`config.mk`:
```
export PLATFORM = sky130hd
export DESIGN_NAME = aes_word_host
export DESIGN_NICKNAME = d
export VERILOG_FILES = /design/src/rtl/aes_word_host.sv
export SDC_FILE = /design/constraint.sdc
export NUM_CORES = 1
export LEC_CHECK = 0
export CORE_AREA = 5 5 226 228
export CTS_CLUSTER_SIZE = 28
export DETAILED_ROUTE_END_ITERATION = 12
export DIE_AREA = 0 0 231 233
export PLACE_DENSITY = 0.65
export SYNTH_ARGS = -nofsm -noshare
export SYNTH_HDL_FRONTEND = slang
export SYNTH_SLANG_ARGS = --single-unit
```
`constraint.sdc`:
```
create_clock -name clk -period 17.12 [get_ports clk]
set_clock_uncertainty 0.15 [all_clocks]
set_input_delay 3.424 -clock clk [delete_from_list [all_inputs] [get_ports clk]]
set_output_delay 3.424 -clock clk [all_outputs]
set_load 0.03 [all_outputs]
```
`src/rtl/aes_word_host.sv`:
```
// Word-serial host adapter for a 32-bit AES core: accepts a 128-bit block,
// feeds it to the core one word at a time and reassembles the 128-bit result.
module aes_word_host #(
  parameter int unsigned INIT_WAIT = 88,
  parameter logic [7:0]  DONE_CODE = 8'h10,
  parameter int unsigned TIMEOUT   = 255
) (
  input  logic         clk,
  input  logic         reset,
  input  logic         blk_valid,
  output logic         blk_ready,
  input  logic [127:0] blk_text,
  input  logic [127:0] blk_key,
  input  logic         blk_dec,
  output logic         res_valid,
  input  logic         res_ready,
  output logic [127:0] res_text,
  output logic         err_timeout,
  output logic         core_start,
  output logic [31:0]  core_data_in,
  output logic [127:0] core_key,
  output logic         core_selEncDec,
  input  logic [31:0]  core_data_out,
  input  logic [7:0]   core_signals
);

  localparam int unsigned CNT_MAX = (INIT_WAIT > TIMEOUT) ? INIT_WAIT : TIMEOUT;
  localparam int unsigned CNT_W   = $clog2(CNT_MAX + 1) + 1;

  typedef enum logic [2:0] {
    S_INIT, S_IDLE, S_START, S_LOAD, S_WAIT, S_READ, S_OUT
  } state_t;

  state_t             state_q;
  logic [CNT_W-1:0]   cnt_q;
  logic [127:0]       text_q;
  logic               blk_ready_q;
  logic               res_valid_q;
  logic [127:0]       res_text_q;
  logic               err_q;
  logic               core_start_q;
  logic [31:0]        core_din_q;
  logic [127:0]       core_key_q;
  logic               core_sel_q;

  assign blk_ready      = blk_ready_q;
  assign res_valid      = res_valid_q;
  assign res_text       = res_text_q;
  assign err_timeout    = err_q;
  assign core_start     = core_start_q;
  assign core_data_in   = core_din_q;
  assign core_key       = core_key_q;
  assign core_selEncDec = core_sel_q;

  always_ff @(posedge clk or posedge reset) begin
    if (reset) begin
      state_q      <= S_INIT;
      cnt_q        <= '0;
      text_q       <= '0;
      blk_ready_q  <= 1'b0;
      res_valid_q  <= 1'b0;
      res_text_q   <= '0;
      err_q        <= 1'b0;
      core_start_q <= 1'b0;
      core_din_q   <= '0;
      core_key_q   <= '0;
      core_sel_q   <= 1'b0;
    end else begin
      // Pulse-type outputs fall back to 0 unless a state drives them.
      err_q        <= 1'b0;
      core_start_q <= 1'b0;
      core_din_q   <= '0;
      case (state_q)
        S_INIT: begin
          if (cnt_q == CNT_W'(INIT_WAIT)) begin
            state_q     <= S_IDLE;
            blk_ready_q <= 1'b1;
            cnt_q       <= '0;
          end else begin
            core_start_q <= (cnt_q < CNT_W'(2));
            cnt_q        <= cnt_q + 1'b1;
          end
        end
        S_IDLE: begin
          if (blk_valid && blk_ready_q) begin
            text_q       <= blk_text;
            core_key_q   <= blk_key;
            core_sel_q   <= blk_dec;
            blk_ready_q  <= 1'b0;
            core_start_q <= 1'b1;
            cnt_q        <= '0;
            state_q      <= S_START;
          end
        end
        S_START: begin
          if (cnt_q == CNT_W'(1)) begin
            core_din_q <= text_q[127:96];
            cnt_q      <= '0;
            state_q    <= S_LOAD;
          end else begin
            core_start_q <= 1'b1;
            cnt_q        <= cnt_q + 1'b1;
          end
        end
        S_LOAD: begin
          // Words 1..3 follow word 0, then one zero word before waiting.
          case (cnt_q[2:0])
            3'd0:    core_din_q <= text_q[95:64];
            3'd1:    core_din_q <= text_q[63:32];
            3'd2:    core_din_q <= text_q[31:0];
            default: core_din_q <= '0;
          endcase
          if (cnt_q == CNT_W'(4)) begin
            cnt_q   <= '0;
            state_q <= S_WAIT;
          end else begin
            cnt_q <= cnt_q + 1'b1;
          end
        end
        S_WAIT: begin
          // A DONE_CODE on the final allowed cycle still wins over the abort.
          if (core_signals == DONE_CODE) begin
            res_text_q[127:96] <= core_data_out;
            cnt_q              <= '0;
            state_q            <= S_READ;
          end else if (cnt_q == CNT_W'(TIMEOUT - 1)) begin
            err_q       <= 1'b1;
            blk_ready_q <= 1'b1;
            cnt_q       <= '0;
            state_q     <= S_IDLE;
          end else begin
            cnt_q <= cnt_q + 1'b1;
          end
        end
        S_READ: begin
          case (cnt_q[1:0])
            2'd0:    res_text_q[95:64] <= core_data_out;
            2'd1:    res_text_q[63:32] <= core_data_out;
            default: res_text_q[31:0]  <= core_data_out;
          endcase
          if (cnt_q == CNT_W'(2)) begin
            res_valid_q <= 1'b1;
            cnt_q       <= '0;
            state_q     <= S_OUT;
          end else begin
            cnt_q <= cnt_q + 1'b1;
          end
        end
        S_OUT: begin
          if (res_ready) begin
            res_valid_q <= 1'b0;
            blk_ready_q <= 1'b1;
            state_q     <= S_IDLE;
          end
        end
        default: begin
          cnt_q   <= '0;
          state_q <= S_INIT;
        end
      endcase
    end
  end

endmodule

```
# Word level (Yosys, flattened, before mapping)
# Index checks and enable logic that the tools add are counted.
# word_totals
reg_bits,433
input_bits,301
elab_cells,94
# op_classes
add_sub_neg,1
order_cmp,1
n_eq_ne,24
n_mux,36
n_bitwise,2
n_reduce_logical,16
# ops
cell,n
$pmux W32 S3,1
$pmux W32 S2,1
$mux W9,7
$pmux W9 S7,1
$mux W32,1
$mux W3,8
$pmux W3 S7,1
$ne A2 B2 Y1 const B,8
$mux W1,13
$reduce_and A2 Y1,6
$add A9 B1 Y9 const B,1
$eq A3 B2 Y1 const B,3
$eq A3 B3 Y1 const B,3
$eq A9 B1 Y1 const B,1
$eq A9 B2 Y1 const B,1
$eq A9 B3 Y1 const B,1
$eq A9 B7 Y1 const B,1
$eq A9 B8 Y1 const B,1
$lt A9 B2 Y1 const B,1
$eq A8 B5 Y1 const B,1
$reduce_and A7 Y1,1
$eq A3 B1 Y1 const B,2
$logic_not A3 Y1,2
$reduce_and A6 Y1,1
12 further kinds,13

# Longest topological paths before layout
# Gate-level depths: netlist of run 1.
# depth
depth_word,4
ltp_mapped,10
ltp_nobuf,8

# Worst setup path before layout of run 1
# OpenSTA, ideal clock, no wires.
# synth_path
path_type,input -> register
startpoint,input blk_valid
endpoint,register text_q[2]
setup_time_ns,0.125
arrival_time_ns,4.916
path_slack_ns,11.929
stages,5
cell_sequence,nand2_1 -> nor4b_2 -> clkbuf_1 -> buf_2 -> mux2_2
# synth_via
elab_chain_cells,2
# synth_rtl
element,line,source
from (decl),10,"input logic blk_valid,"
$logic_and A1 B1 Y1,85,if (blk_valid && blk_ready_q) begin
$reduce_and A2 Y1 (no line),--,
to (signal assigned),86,text_q <= blk_text;
to (decl),36,logic [127:0] text_q;
# Every way passes these cells.
# A chain may end at the register's enable or synchronous reset.

# Final worst setup path of run 1
# layout_path
startpoint,input blk_valid
endpoint,register core_key_q[57] (netlist: core_key[57])
# layout_via
elab_chain_cells,2
# layout_rtl
element,line,source
$logic_and A1 B1 Y1,85,
$reduce_and A2 Y1 (no line),--,
to (signal assigned),87,core_key_q <= blk_key;
to (decl),43,logic [127:0] core_key_q;
# Every way passes these cells.

==> out/results.ini, run 1 <==
[floorplanning]
rows=81
io_pins=594
core_area_um2=48600
die_w_um=231
die_area_um2=53800
start_util_pct=35.0
die_h_um=233

[logic_synthesis]
synthArstFlopShare_pct=100
ys_seq_area_share_pct=63.6
synth_flop_cell=dfrtp_1
ys_ff_latch=433
synth_area_um2=17000
synth_top_family_by_area=multiplexers
yosys-top-cells-area=dfrtp_1 (64%), mux2_2 (25%), a21oi_1 (2.0%)
synth_top_area_share_pct=63.6
synth_compound_area_share_pct=4.65
synth-simple-area-share_pct=3.90
ys.warnings.count=0
synthCells=1155
synth_adder_area_share_pct=0.367
synth-edff-count=0
synth_xor_area_share_pct=0.0514
syn_avg_cell_area_um2=14.8
synth_mux_area_share_pct=25.5
synth_top_area_cell=dfrtp_1
syn_nets=1461
synth_cell_types=44

[timing]
period_needed_ns=6.31
max_freq_mhz=158
maxSlewHeadroom_pct=14.4
fin_tns_setup_ns=0
report.final.slew_viol_count=0
tightest_slew_ns=1.27
fin_crit_sh_pct=36.9
hold_viol=0
setup_viol=0
grt_setup_unrepaired=false

[detailed_routing]
antenna_left=0
routedWlPerCell_um=21.9
routed_via_density=4.86
drtPass1Iterations=4
drtIter0Drc=522
wirelength_um=53000
drc_errors=0
num_vias=11700

[global_route]
grt_usage_pct=19.1
gr-total-overflow=0
first_global_vias=12800
grt_pass1_wl_um=79200
antenna_found_initial=18
grt_start_max_net_pins=173

[power]
p_leak_nw=11.3
peakVddDrop_mv=0.0761
finalPower_mw=2.27
p_per_area_nw_per_um2=89.7

[placed_design]
gp_congestion=0.801
portBuffers=593
dp.final_hpwl_um=37500
placed_cells=2317

[flow_run]
cap_violations=0

[worst_setup_path]
crit_chain=clkdlybuf4s50_1 -> nand2_1 -> nor4b_4 -> buf_4 -> buf_12 -> mux2_2
cp.required_ns=17.42
worstPathMaxFanout=172
endpoint_kind=register
crit_path_max_incr_delay_ns=0.88
slowest_stage=buf_4
crit_type=in2reg
startpoint_type=primary input
cp_data_arrival_time_ns=6.62

[clock_network]
clk_pin_slew_ns=0.06
ctsResizeCount=0
cts-root-buf=clkbuf_16
cts_tree=built
clockBufferDepth=3
worstSkewPairLatency_ns=0.57
cts_buffers=49
cts_setup_buffers=0
htreeDepth=2
ctsHoldBuffers=0
clkSinkCount=433

[run_status]
status=finished, final reports clean

[worst_hold_path]
hold_class=reg2reg

[finish]
nets=2052
layout-drive-gt1-share_pct=26.9
areaGrowthSynthToFinish_pct=48.8
layout.cells.non_filler=2416

## where the power goes
part	internal (mW)	switching, mW
Sequential	1.04	0.00599
Clock	0.660	0.419
Combinational	0.0879	0.0666
Total	1.78	0.492
## area by class of cell
class / count / area, um2
Clock inverter: 18 / 230
Timing Repair Buffer: 608 / 6060
Multi-Input combinational cell: 645 / 5940
Antenna cell: 12 / 30.0
Tap cell: 622 / 778
Sequential cell: 433 / 10800
Clock buffer: 69 / 1440
Fill cell: 4139 / 23300
Inverter: 9 / 41.3
## path summary, 6_finish.rpt
check	start	to	slack, ns	depth (start not counted)
worst max-delay path	blk_valid	core_key[57]$_DFFE_PP0P_	10.81	6
worst min-delay path	core_key[84]$_DFFE_PP0P_	core_key[84]$_DFFE_PP0P_	0.33	1
worst max register to register	state_q[0]$_DFFE_PP0P_	core_key[57]$_DFFE_PP0P_	13.46	4
worst min register to register	core_key[84]$_DFFE_PP0P_	core_key[84]$_DFFE_PP0P_	0.33	1
max in group asynchronous	reset	core_data_in[5]$_DFF_PP0_	11.20	4
min in group asynchronous	reset	core_key[41]$_DFFE_PP0P_	3.35	2
## critical path, delay by kind of cell
family,cells,cell delay [ns]
simple gates,2,0.37
mux,1,0.42
buf+inv,3,2.11
## stage by stage
| step | hold WS, ns | worst slack, ns | util, % | cell area, um2 |
|---|---|---|---|---|
| finish | 0.333 | 10.81 | 52.1 | 25400 |
| global route | 0.352 | 10.68 | 52.1 | 25400 |
| CTS | 0.338 | 10.91 | 52.1 | 25300 |
| detailed placement | 0.325 | 10.30 | 48.6 | 23700 |
| global placement | 0.318 | 10.34 | 48.6 | 23700 |
| floorplan | 0.309 | 1.49 | - | 17000 |
## cell usage in the layout (no fill, tap or decap), types with 4 or more instances in the layout
cell type | Yosys | layout
mux2_2 | 371 | 371
o21ai_1 | 4 | 4
nor2b_1 | 37 | 34
nand2_1 | 50 | 50
clkdlybuf4s50_1 | 0 | 593
clkbuf_16 | 0 | 49
buf_4 | 0 | 14
clkinv_2 | 0 | 9
nand3_1 | 7 | 6
bufinv_16 | 0 | 5
inv_1 | 9 | 8
clkbuf_8 | 0 | 14
a22o_1 | 4 | 4
mux2_1 | 14 | 14
clkbuf_1 | 32 | 6
and3_1 | 4 | 4
nor2_1 | 11 | 11
a21oi_1 | 68 | 68
dfrtp_1 | 433 | 433
a22oi_1 | 32 | 32
diode_2 | 0 | 12
ha_1 | 5 | 4
## cell usage after synthesis, drive strengths merged (4+ instances only)
cell	instances
inv	9
and3	4
nor2	11
a22oi	32
nor2b	37
dfrtp	433
a31oi	4
ha	5
nand3	7
clkbuf	32
mux2	385
nand2	50
o21ai	5
a21oi	68
a22o	4
buf	36
## state kept, by name, indices dropped and copies added, names as in the netlist
register        count
blk_ready           1
cnt_q               9
core_data_in       32
core_key          128
core_selEncDec      1
core_start          1
err_timeout         1
res_text          128
res_valid           1
state_q             3
text_q            128
## per-layer routing
layer / track usage, % / vias up / wire (um)
li1: - / 5307 / -
met1: 22.3 / 5870 / 19900
met2: 31.6 / 426 / 26600
met3: 6.10 / 127 / 4050
met4: 9.86 / 12 / 2320
met5: 0 / - / 80
## cells by family (layout without fill, tap and decap cells)
group | count (synthesis) | in the layout
adder cells (fa/ha/maj) | 5 | 5
buffers and inverters | 77 | 704
multiplexers | 386 | 386
XOR/XNOR | 1 | 1
flip-flops | 433 | 433
other | 0 | 12
AND/OR/NAND/NOR | 127 | 127
AO/OA/AOI/OAI | 126 | 126
Note: power is estimated with default switching activity, not from simulation.
==> run 2, diff against run 1 <==
- clock period: 17.12 -> 6.2 ns (I/O delays scaled with it)
==> run 2 against run 1 <==
Compared with the run above: register-to-register slack worse by 10 ns; sequential share of layout area fell by 0.072 points; combinational power grew to 2.8 times the previous value; critical path depth is 2 lower.
==> out/results.ini, run 2 (same netlist as run 1, synthesis figures left out) <==
[run_status]
status=finished, final reports clean

[timing]
period_needed_ns=3.43
setup_viol=0
report.final.slew_viol_count=0
layout_setup_ws_ns=2.77
fin_crit_sh_pct=55.3
maxSlewHeadroom_pct=17.6
max_freq_mhz=292
grt_setup_unrepaired=false
hold_viol=0
tightest_slew_ns=1.22

[detailed_routing]
antenna_left=0
routedWlPerCell_um=22.4
drtIter0Drc=505
met1_length_um=20400
drc_errors=0
dr_wl_met2_um=27600
routed_via_density=4.90
top_layer=met5
drtPass1Iterations=4
wirelength_um=54100
wl_met3_um=4280
num_vias=11800

[worst_hold_path]
whs_endpoint=core_key[96]$_DFFE_PP0P_
hp-start=core_key[96]$_DFFE_PP0P_
hold_class=reg2reg
worstHoldPathCells=1

[finish]
final_cell_mix=clkdlybuf4s50_1 (593), dfrtp_1 (433), mux2_2 (371)
final_common_cell=clkdlybuf4s50_1
nets=2057
postLayoutCoreUtil_pct=52.2
areaGrowthSynthToFinish_pct=49.1
n_fill_cell=4185
layout-drive-gt1-share_pct=27.1

[worst_setup_path]
r2r_end=cnt_q[8]$_DFFE_PP0P_
crit_type=in2reg
cp.required_ns=6.50
regToRegSetupSlack_ns=3.18
startpoint_type=primary input
endpoint_kind=register
cp_data_arrival_time_ns=3.73
reg2reg_from=cnt_q[1]$_DFFE_PP0P_
worstPathMaxFanout=34
reg2reg_depth=9

[clock_network]
cts_buffers=48
htreeDepth=2
ctsHoldBuffers=0
clkSinkCount=433
cts_setup_buffers=0
cts_tree=built
worstSkewPairLatency_ns=0.58
clockBufferDepth=3
clk_pin_slew_ns=0.06
cts-root-buf=clkbuf_16
ctsResizeCount=0

[floorplanning]
rows=81
io_pins=594
die_h_um=233
start_util_pct=35.0
die_w_um=231
die_area_um2=53800
core_area_um2=48600

[placed_design]
gp_congestion=0.813
portBuffers=593
place_ws_ns=2.09
dp.final_hpwl_um=38600

[global_route]
grt_start_max_net_pins=171
grt_usage_pct=19.6
grt_pass1_wl_um=81400
antenna_found_initial=8
gr-total-overflow=0
first_global_vias=13200

[power]
p_leak_nw=11.4
p_per_area_nw_per_um2=246
peakVddDrop_mv=0.192

[flow_run]
cap_violations=0

[run 2: metrics by stage]
stage	std cells	instance area (um2)	hold slack (ns)	TNS (ns)	power (mW)
after floorplan	1155	17000	0.309	-449.17	3.06
after global placement	2323	23700	0.320	0	3.36
after detailed placement	2323	23700	0.325	0	3.36
after CTS	2411	25400	0.340	0	6.35
after global routing	2415	25400	0.355	0	6.48
final	2417	25400	0.338	0	6.25
[run 2: routing by layer]
layer,track usage [%],vias to the layer above
li1,-,5312
met1,22.5,5988
met2,33.8,432
met3,6.36,110
met4,8.15,4
met5,0,-
[run 2: cell type report]
cell class                      instances  area, um2  share of cell area [%]
Sequential cell                       433      10800                    42.7
Timing Repair Buffer                  614       6140                    24.2
Multi-Input combinational cell        645       5940                    23.4
Clock buffer                           78       1540                    6.04
Tap cell                              622        778                    3.06
Clock inverter                         10        115                   0.453
Inverter                                9       37.5                   0.148
Antenna cell                            6       15.0                  0.0591
[run 2: worst max-delay path by stage]
stage	to	depth (start not counted)	slack, ns	start
2_1_floorplan	blk_ready$_DFFE_PP0P_	1	-1.04	reset
3_3_place_gp	res_text[99]$_DFFE_PP0P_	4	2.13	core_signals[5]
3_5_place_dp	res_text[102]$_DFFE_PP0P_	4	2.09	core_signals[5]
4_1_cts	res_text[102]$_DFFE_PP0P_	4	2.72	core_signals[5]
5_1_grt	res_text[105]$_DFFE_PP0P_	4	2.59	core_signals[5]
6_report	res_text[102]$_DFFE_PP0P_	4	2.77	core_signals[5]
[run 2: worst max-delay path: stages]
cell and delay, ns:
clkdlybuf4s50_1 0.46, nor4b_1 0.50, nand3_2 0.89, mux2_2 0.60
[run 2: report_power, final]
part           total [mW]  switching [mW]  leakage, nW  internal, mW
registers            2.87          0.0160         5.80          2.86
clock network        2.95            1.17        0.820          1.77
logic               0.431           0.186         4.73         0.244
